`src/rtl/audio_pkg.sv`:
```
// Shared audio-path constants for the PDM capture and playback blocks.
package audio_pkg;

  localparam int AUDIO_WORD_W = 16;
  localparam int PDM_CLK_DIV  = 50;

  typedef logic [AUDIO_WORD_W-1:0] audio_word_t;

endpackage

```
`src/rtl/pdm_deserializer_if.sv`:
```
// Valid/ready word channel from the PDM capture path to the memory write logic.
interface pdm_deserializer_if
  import audio_pkg::*;
#(
  parameter int WORD_W = AUDIO_WORD_W
);

  logic [WORD_W-1:0] data;
  logic              valid;
  logic              ready;

  modport master (output data, output valid, input ready);
  modport slave  (input data, input valid, output ready);

endinterface

```
`src/rtl/pdm_clk_gen.sv`:
```
// Enable-gated PDM clock divider with one-cycle rise/fall strobes; shared by
// the capture and playback paths so both run at the same mic rate.
module pdm_clk_gen
  import audio_pkg::*;
#(
  parameter int CLK_DIV = PDM_CLK_DIV
) (
  input  logic clock,
  input  logic reset,
  input  logic i_enable,
  output logic o_m_clk,
  output logic o_rise_stb,
  output logic o_fall_stb
);

  localparam logic [7:0] TERM_CNT = 8'(CLK_DIV - 1);

  logic [7:0] r_div_cnt;
  logic       r_m_clk;
  logic       w_term;

  assign w_term = i_enable && (r_div_cnt == TERM_CNT);

  // NOTE: non-blocking assignments let every flop here sample pre-edge values,
  // so the counter and the clock toggle stay in lockstep regardless of order.
  always_ff @(posedge clock or posedge reset) begin
    if (reset) begin
      r_div_cnt <= '0;
      r_m_clk   <= 1'b0;
    end else if (!i_enable) begin
      r_div_cnt <= '0;
      r_m_clk   <= 1'b0;
    end else if (w_term) begin
      r_div_cnt <= '0;
      r_m_clk   <= ~r_m_clk;
    end else begin
      r_div_cnt <= r_div_cnt + 8'd1;
    end
  end

  // Strobes mark the cycle whose closing edge flips the mic clock.
  assign o_rise_stb = w_term && !r_m_clk;
  assign o_fall_stb = w_term &&  r_m_clk;
  assign o_m_clk    = r_m_clk;

endmodule

```
`src/rtl/pdm_deserializer.sv`:
```
// PDM microphone capture: synchronizes mic data, packs WORD_W samples MSB-first
// and offers each word on a valid/ready channel with a sticky overrun flag.
module pdm_deserializer
  import audio_pkg::*;
#(
  parameter int CLK_DIV = PDM_CLK_DIV,
  parameter int WORD_W  = AUDIO_WORD_W
) (
  input  logic               clock,
  input  logic               reset,
  input  logic               enable,
  input  logic               pdm_mic_i,
  output logic               m_clk_o,
  output logic               m_lrsel_o,
  output logic               overrun_o,
  pdm_deserializer_if.master wr
);

  localparam int CNT_W = $clog2(WORD_W);
  localparam logic [CNT_W-1:0] LAST_BIT = CNT_W'(WORD_W - 1);

  logic              r_sync1;
  logic              r_sync2;
  logic              r_enable_d;
  logic [CNT_W-1:0]  r_bit_cnt;
  logic [WORD_W-2:0] r_shift;
  logic [WORD_W-1:0] r_data;
  logic              r_valid;
  logic              r_overrun;
  logic              w_fall_stb;
  logic              w_unused_rise_stb;
  logic              w_word_done;
  logic [WORD_W-1:0] w_word;

  pdm_clk_gen #(
    .CLK_DIV (CLK_DIV)
  ) u_clk_gen (
    .clock      (clock),
    .reset      (reset),
    .i_enable   (enable),
    .o_m_clk    (m_clk_o),
    .o_rise_stb (w_unused_rise_stb),
    .o_fall_stb (w_fall_stb)
  );

  // Mic data is asynchronous to clock; only the second flop is ever sampled.
  always_ff @(posedge clock or posedge reset) begin
    if (reset) begin
      r_sync1 <= 1'b0;
      r_sync2 <= 1'b0;
    end else begin
      r_sync1 <= pdm_mic_i;
      r_sync2 <= r_sync1;
    end
  end

  assign w_word      = {r_shift, r_sync2};
  assign w_word_done = w_fall_stb && (r_bit_cnt == LAST_BIT);

  always_ff @(posedge clock or posedge reset) begin
    if (reset) begin
      r_bit_cnt <= '0;
      r_shift   <= '0;
    end else if (!enable) begin
      r_bit_cnt <= '0;
      r_shift   <= '0;
    end else if (w_fall_stb) begin
      r_shift   <= w_word[WORD_W-2:0];
      r_bit_cnt <= w_word_done ? '0 : r_bit_cnt + CNT_W'(1);
    end
  end

  // A finished word loads only if the slot is empty or being drained this
  // cycle; otherwise it is dropped and the overrun flag latches.
  always_ff @(posedge clock or posedge reset) begin
    if (reset) begin
      r_data     <= '0;
      r_valid    <= 1'b0;
      r_overrun  <= 1'b0;
      r_enable_d <= 1'b0;
    end else begin
      r_enable_d <= enable;
      if (enable && !r_enable_d) begin
        r_overrun <= 1'b0;
      end
      if (w_word_done) begin
        if (!r_valid || wr.ready) begin
          r_data  <= w_word;
          r_valid <= 1'b1;
        end else begin
          r_overrun <= 1'b1;
        end
      end else if (r_valid && wr.ready) begin
        r_valid <= 1'b0;
      end
    end
  end

  assign wr.data   = r_data;
  assign wr.valid  = r_valid;
  assign overrun_o = r_overrun;
  assign m_lrsel_o = 1'b0;

endmodule
```
`src/flat_wrapper.sv`:
```
// flat-port wrapper written by rule: the top's interface ports become plain ports
module pdm_deserializer_flat import audio_pkg::*;
#(
  parameter int CLK_DIV = PDM_CLK_DIV,
  parameter int WORD_W  = AUDIO_WORD_W
)
  (clock, reset, enable, pdm_mic_i, m_clk_o, m_lrsel_o, overrun_o, wr_data, wr_valid, wr_ready);
  pdm_deserializer_if #(.WORD_W(WORD_W)) wr_i ();
  input  logic clock;
  input  logic reset;
  input  logic enable;
  input  logic pdm_mic_i;
  output logic m_clk_o;
  output logic m_lrsel_o;
  output logic overrun_o;
  output wire logic [$bits(wr_i.data)-1:0] wr_data;
  output wire logic [$bits(wr_i.valid)-1:0] wr_valid;
  input wire logic [$bits(wr_i.ready)-1:0] wr_ready;
  assign wr_data = wr_i.data;
  assign wr_valid = wr_i.valid;
  assign wr_i.ready = wr_ready;
  pdm_deserializer #(.CLK_DIV(CLK_DIV), .WORD_W(WORD_W)) u_core (.clock(clock), .reset(reset), .enable(enable), .pdm_mic_i(pdm_mic_i), .m_clk_o(m_clk_o), .m_lrsel_o(m_lrsel_o), .overrun_o(overrun_o), .wr(wr_i));
endmodule
```
`config.mk`:
```
export PLATFORM = sky130hd
export DESIGN_NAME = pdm_deserializer_flat
export DESIGN_NICKNAME = d
export VERILOG_FILES = /design/src/rtl/audio_pkg.sv /design/src/rtl/pdm_deserializer_if.sv /design/src/rtl/pdm_clk_gen.sv /design/src/rtl/pdm_deserializer.sv /design/src/flat_wrapper.sv
export SDC_FILE = /design/constraint.sdc
export NUM_CORES = 1
export LEC_CHECK = 0
export CAP_MARGIN = 40
export CORE_MARGIN = 3
export CORE_UTILIZATION = 55
export DETAILED_ROUTE_END_ITERATION = 6
export PLACE_DENSITY = 0.87
export SLEW_MARGIN = 20
export SYNTH_ARGS = -nofsm -noshare
export SYNTH_HDL_FRONTEND = slang
export SYNTH_SLANG_ARGS = --single-unit
```
`constraint.sdc`:
```
create_clock -name clock -period 5 [get_ports clock]
set_input_delay 1.25 -clock clock [delete_from_list [all_inputs] [get_ports clock]]
set_output_delay 1.25 -clock clock [all_outputs]
set_load 0.02 [all_outputs]
```
==> results.cfg, run 1 <==
[cells_and_area]
num_antenna_cells = 0
areaGrowthSynthToFinish_pct = 16.43
nNetsFinal = 212
drive_above_1_share = 0.1463
design_area_mm2 = 0.002482

[yosys]
yosys-top-cells-area = dfrtp_1 58%, mux2_4 7.0%, o21ai_0 5.4%
synth-async-reset-ratio = 1.000
ys_ff_latch = 49
synthesis.area_mm2 = 0.002132
synth_edf_count = 0
yosys.area_share.xor_xnor = 0.01232
ys_warn_count = 0
yosys.area_share.adder = 0.01761
postSynthAreaPerCell_um2 = 11.52
yosys.area.top_type_share = 0.5751
synth_compound_area_frac = 0.1174
synth_top_family_by_area = simple AND/OR/NAND/NOR gates
synth_nets = 193
synth_ff_type = dfrtp_1
yosysSeqAreaShare = 0.5751
yosysMostFrequentCell = dfrtp_1
synth_mux_area_frac = 0.1068
yosysTopAreaCell = dfrtp_1
yosys.cell_types.count = 31
syn-instance-count = 185
synth-simple-area-share = 0.1344
ys_top_cells_by_count = 49 x dfrtp_1, 23 x o21ai_0, 22 x a21oi_1

[route]
num_vias = 1510
antenna_left = 0
routed_wl_mm = 4.233
dr.pass1.iters = 4
drcViolationCount = 0
post_drt_wl_per_cell_um = 16.86
viasPerCell = 6.016
drt_iter0_drc = 117

[clock_tree]
cts_tree = yes
cts.sinks = 49
cts_buffer_depth = 2
htree_levels = 2
cts_buffers = 5
path_clk_slew_ps = 80
clockRootBuffer = clkbuf_8
clock_latency_ps = 300
holdBufCountCts = 0
post_cts_resize_count = 0
post_cts_buffers = 0

[placement]
pre_cts_slack_ps = 2003
dpl_cell_area_mm2 = 0.002381
finalWeightedCongestion = 0.8206
numPortBuffers = 23
hpwl_mm = 2.902

[global_route]
gr-usage-all-layers = 0.2160
grt_pass1_vias = 1524
antenna_found_initial = 0
grt_overflow_total = 0
grt_max_degree = 39
grt_pass1_wl_mm = 7.258

[status]
status = finished, final reports clean

[critical_path]
critPathKind = in -> reg
arrival_ps = 2850
reg2reg_slack_ps = 2830
cp-start-kind = primary input
required_ps = 5190
cp-startpoint = enable
r2r-start = u_core.u_clk_gen.r_div_cnt[1]
worstReg2RegEnd = u_core.wr.data[5]
cp_max_fo = 16
rr_worst_depth = 5
crit_path_end = u_core.wr.data[5]
worstSetupEndpointType = flip-flop

[pwr]
cellPowerDensity_mw_per_mm2 = 272.5
ir_drop_mv = 0.1864
p_leak_nw = 1.122

[timing]
min_period_ps = 2664
setup_tns_ps = 0
fin_crit_sh = 0.5327
max_freq_mhz = 375.4
fin_ws_ps = 2336
tightestPinTransition_ps = 754.0
final_max_slew_viol_count = 0
rsz0062_at_grt = false
max-slew-margin-rel = 0.4944
setup-violations-final = 0
skew_ps = 5.405
hold_viol_final = 0

[floorplan]
ios = 25
core_mm2 = 0.003521
rows = 21
dieWidth_um = 68.26
dieHeight_um = 68.26
die_area_mm2 = 0.004659
initial_utilization = 0.6055

[job]
maxCapViolations = 0

[min_path]
hold_path.class = reg -> reg
==> kinds of logic after synthesis <==
group           after synthesis
compound gates               49
flops                        49
simple gates                 47
mux                          17
buf+inv                      16
fa+ha+maj                     3
xor+xnor                      3
other cells                   1
==> metal layers <==
| layer | track usage | up-vias | wire, um |
|---|---|---|---|
| met4 | 0.07940 | 0 | 77 |
| met1 | 0.2551 | 752 | 1715 |
| met5 | 0 | - | 0 |
| met3 | 0.06404 | 7 | 220 |
| li1 | - | 698 | - |
| met2 | 0.3706 | 53 | 2220 |
==> critical path: stages <==
cell,delay [ps]
clkdlybuf4s50_1,570
nand4_1,170
nand4b_4,430
mux2_4,420
==> cell usage in the layout, fill, tap and decap left out, types with 2 or more instances in the layout <==
cell | synthesis | final
a31oi_1 | 2 | 2
clkbuf_8 | 0 | 7
and4bb_2 | 2 | 2
nand4bb_1 | 2 | 2
inv_1 | 4 | 3
nand4_1 | 2 | 2
nand2_1 | 4 | 4
ha_1 | 3 | 3
o21ai_0 | 23 | 23
dfrtp_1 | 49 | 49
mux2_4 | 10 | 10
or3_1 | 4 | 4
clkdlybuf4s50_1 | 0 | 23
mux2_2 | 6 | 6
a21oi_1 | 22 | 22
nand3_1 | 21 | 21
nor2_1 | 5 | 5
xnor2_1 | 2 | 2
nand2b_1 | 2 | 2
==> per-stage QoR <==
stage | total power, W | util | hold WS, ps | std cells
floorplan | 0.0004244 | - | 331.2 | 185
global placement | 0.0004304 | 0.6706 | 338.8 | 242
detailed placement | 0.0004336 | 0.6763 | 344.2 | 243
CTS | 0.0006850 | 0.7050 | 363.8 | 251
global route | 0.0007021 | 0.7050 | 368.9 | 251
finish | 0.0006764 | 0.7050 | 360.0 | 251
==> worst min path at each step <==
stage / from / endpoint / slack (ps) / cells after the start
finish: u_core.r_sync1 / u_core.r_sync2 / 360 / 0
global route: u_core.r_sync1 / u_core.r_sync2 / 370 / 0
CTS: u_core.r_sync1 / u_core.r_sync2 / 360 / 0
detailed placement: u_core.r_sync1 / u_core.r_sync2 / 340 / 0
global placement: u_core.r_sync1 / u_core.r_sync2 / 340 / 0
floorplan: u_core.r_sync1 / u_core.r_sync2 / 330 / 0
==> where the power goes <==
group          leakage [nW]  internal, W   total, W  switching [W]
Clock                0.0542     0.000125   0.000251       0.000126
Sequential            0.675     0.000399   0.000402     0.00000296
Combinational         0.392   0.00000790  0.0000232      0.0000153
==> registers in the layout, indices dropped and copies added, names as in the netlist <==
name and flops:
u_core.r_enable_d 1, u_core.wr.valid 1, u_core.overrun_o 1, u_core.wr.data 16
u_core.r_shift 15, u_core.r_sync2 1, u_core.u_clk_gen.r_div_cnt 8, u_core.r_sync1 1
u_core.r_bit_cnt 4, u_core.u_clk_gen.o_m_clk 1
==> layout make-up <==
cell class / count / area (um2)
fill: 253 / 1039
clock inverter: 1 / 5.005
sequential: 49 / 1226
clock buffer: 7 / 96.34
tap: 46 / 57.56
inverter: 4 / 15.01
multi-input combinational: 120 / 832.0
timing repair buffer: 24 / 250.2
Power figures use the tool's default switching activity.
==> run 2, diff against run 1 <==
- clock period: 5 -> 2.6 ns (I/O delays scaled with it)
==> run 2 against run 1 <==
  * Final area is 1.8% higher
  * Clock-buffer cell count shrank 1
  * Clock skew up 5.4 ps
  * Largest cell class unchanged
  * Utilization increased by 1.2 points
  * Non-clock buffer count rose by 5
  * Global-route usage rose by 0.89 points
==> results.cfg, run 2 (synthesis results as in run 1) <==
[critical_path]
r2r-start = u_core.u_clk_gen.r_div_cnt[1]
cp_max_fo = 16
arrival_ps = 2240
cp-startpoint = enable
cp-start-kind = primary input
critPathKind = in -> reg
cp_slowest_stage_delay_ps = 560
reg2reg_slack_ps = 660
crit_path_end = u_core.wr.data[3]
rr_worst_depth = 5
required_ps = 2800
crit_chain = clkdlybuf4s50_1, nand4_1, nand4b_4, mux2_4
cpMaxStageDelayCell = clkdlybuf4s50_1
worstSetupEndpointType = flip-flop
worstReg2RegEnd = u_core.u_clk_gen.r_div_cnt[2]

[clock_tree]
post_cts_buffers = 0
holdBufCountCts = 0
clockRootBuffer = clkbuf_8
clock_latency_ps = 310
cts_buffers = 5
post_cts_resize_count = 0
htree_levels = 2
cts_buffer_depth = 2
path_clk_slew_ps = 80
cts.sinks = 49
cts_tree = yes

[global_route]
gr-usage-met3 = 0.05911
antenna_found_initial = 0
grt_util_met2 = 0.3899
grt_overflow_total = 0
gr-usage-all-layers = 0.2249
grt_max_degree = 34
grt_pass1_vias = 1601
grt_pass1_wl_mm = 7.603
gr-usage-met1 = 0.2611
busiest_layer = met2

[timing]
hold_ws_ps = 355.7
final_max_slew_viol_count = 0
skew_ps = 10.84
setup_tns_ps = 0
max_freq_mhz = 489.8
max-slew-margin-rel = 0.5702
min_period_ps = 2042
rsz0062_at_grt = false
setup-violations-final = 0
tightestPinTransition_ps = 643.8
fin_crit_sh = 0.7852
hold_viol_final = 0

[cells_and_area]
num_antenna_cells = 0
fin_cells = 256
design_area_mm2 = 0.002526
final_cell_mix = 49 x dfrtp_1, 23 x o21ai_0, 23 x clkdlybuf4s50_1
areaGrowthSynthToFinish_pct = 18.49
multi_input_area_um2 = 832.0
seq_area_mm2 = 0.001226
layout.cells.most_common = dfrtp_1
largest_register_ffs = 16
nNetsFinal = 217
drive_above_1_share = 0.1667
fillCellCount = 256

[route]
post_drt_wl_per_cell_um = 17.30
drt_iter0_drc = 107
num_vias = 1529
antenna_left = 0
viasPerCell = 5.973
dr.pass1.iters = 4
routed_wl_mm = 4.428
drcViolationCount = 0

[pwr]
ir_drop_mv = 0.5979
cellPowerDensity_mw_per_mm2 = 548.1
p_leak_nw = 1.145

[floorplan]
dieWidth_um = 68.26
dieHeight_um = 68.26
ios = 25
initial_utilization = 0.6055
rows = 21
die_area_mm2 = 0.004659
core_mm2 = 0.003521

[placement]
finalWeightedCongestion = 0.8199
numPortBuffers = 23
hpwl_mm = 3.137
dpl_cell_area_mm2 = 0.002406
dpl.cell_count = 248

[status]
status = finished, final reports clean

[min_path]
hold_path.class = reg -> reg

[job]
maxCapViolations = 0
==> run 2: changes by cell type in the layout (fill, tap and decap cells not counted), sizes merged <==
cell,change
clkbuf,-1
clkinvlp,+1
clkinv,-1
buf,+5
bufinv,+1
==> run 2: worst min path at each step <==
stage | startpoint | end | slack (ps) | cells after the start
floorplan | u_core.r_sync1 | u_core.r_sync2 | 330 | 0
global placement | u_core.r_sync1 | u_core.r_sync2 | 340 | 0
detailed placement | u_core.r_sync1 | u_core.r_sync2 | 340 | 0
CTS | u_core.r_sync1 | u_core.r_sync2 | 360 | 0
global route | u_core.r_sync1 | u_core.r_sync2 | 360 | 0
finish | u_core.r_sync1 | u_core.r_sync2 | 360 | 0
==> run 2: critical path: cells and delay by family <==
| kind | cells | cell delay, ps |
|---|---|---|
| buffers and inverters | 1 | 560 |
| multiplexers | 1 | 410 |
| AND/OR/NAND/NOR | 2 | 600 |
==> run 2: final cells by class <==
| class | instances | area share |
|---|---|---|
| clock inverters | 2 | 0.01486 |
| clock buffers | 6 | 0.03269 |
| multi-input cells | 120 | 0.3294 |
| repair buffers | 29 | 0.1090 |
| inverters | 4 | 0.005944 |
| well taps | 46 | 0.02278 |
| flip-flops and latches | 49 | 0.4854 |
==> run 2: through the flow <==
step / worst slack (ps) / util / total power, W
floorplan: 777.2 / - / 0.0008161
global placement: 292.7 / 0.6834 / 0.0008314
detailed placement: 234.0 / 0.6834 / 0.0008353
CTS: 564.9 / 0.7175 / 0.001395
global route: 481.5 / 0.7175 / 0.001432
finish: 558.4 / 0.7175 / 0.001384
==> run 2: report_power, final <==
part | switching (W) | leakage (nW) | internal, W
clock network | 0.000252 | 0.0574 | 0.000313
registers | 0.00000629 | 0.675 | 0.000767
logic | 0.0000308 | 0.412 | 0.0000153
total | 0.000289 | 1.15 | 0.00110
==> run 2: metal layers <==
layer	vias up	routed length (um)
met5	-	0
li1	700	-
met2	55	2248
met3	15	229
met4	0	120
met1	759	1829
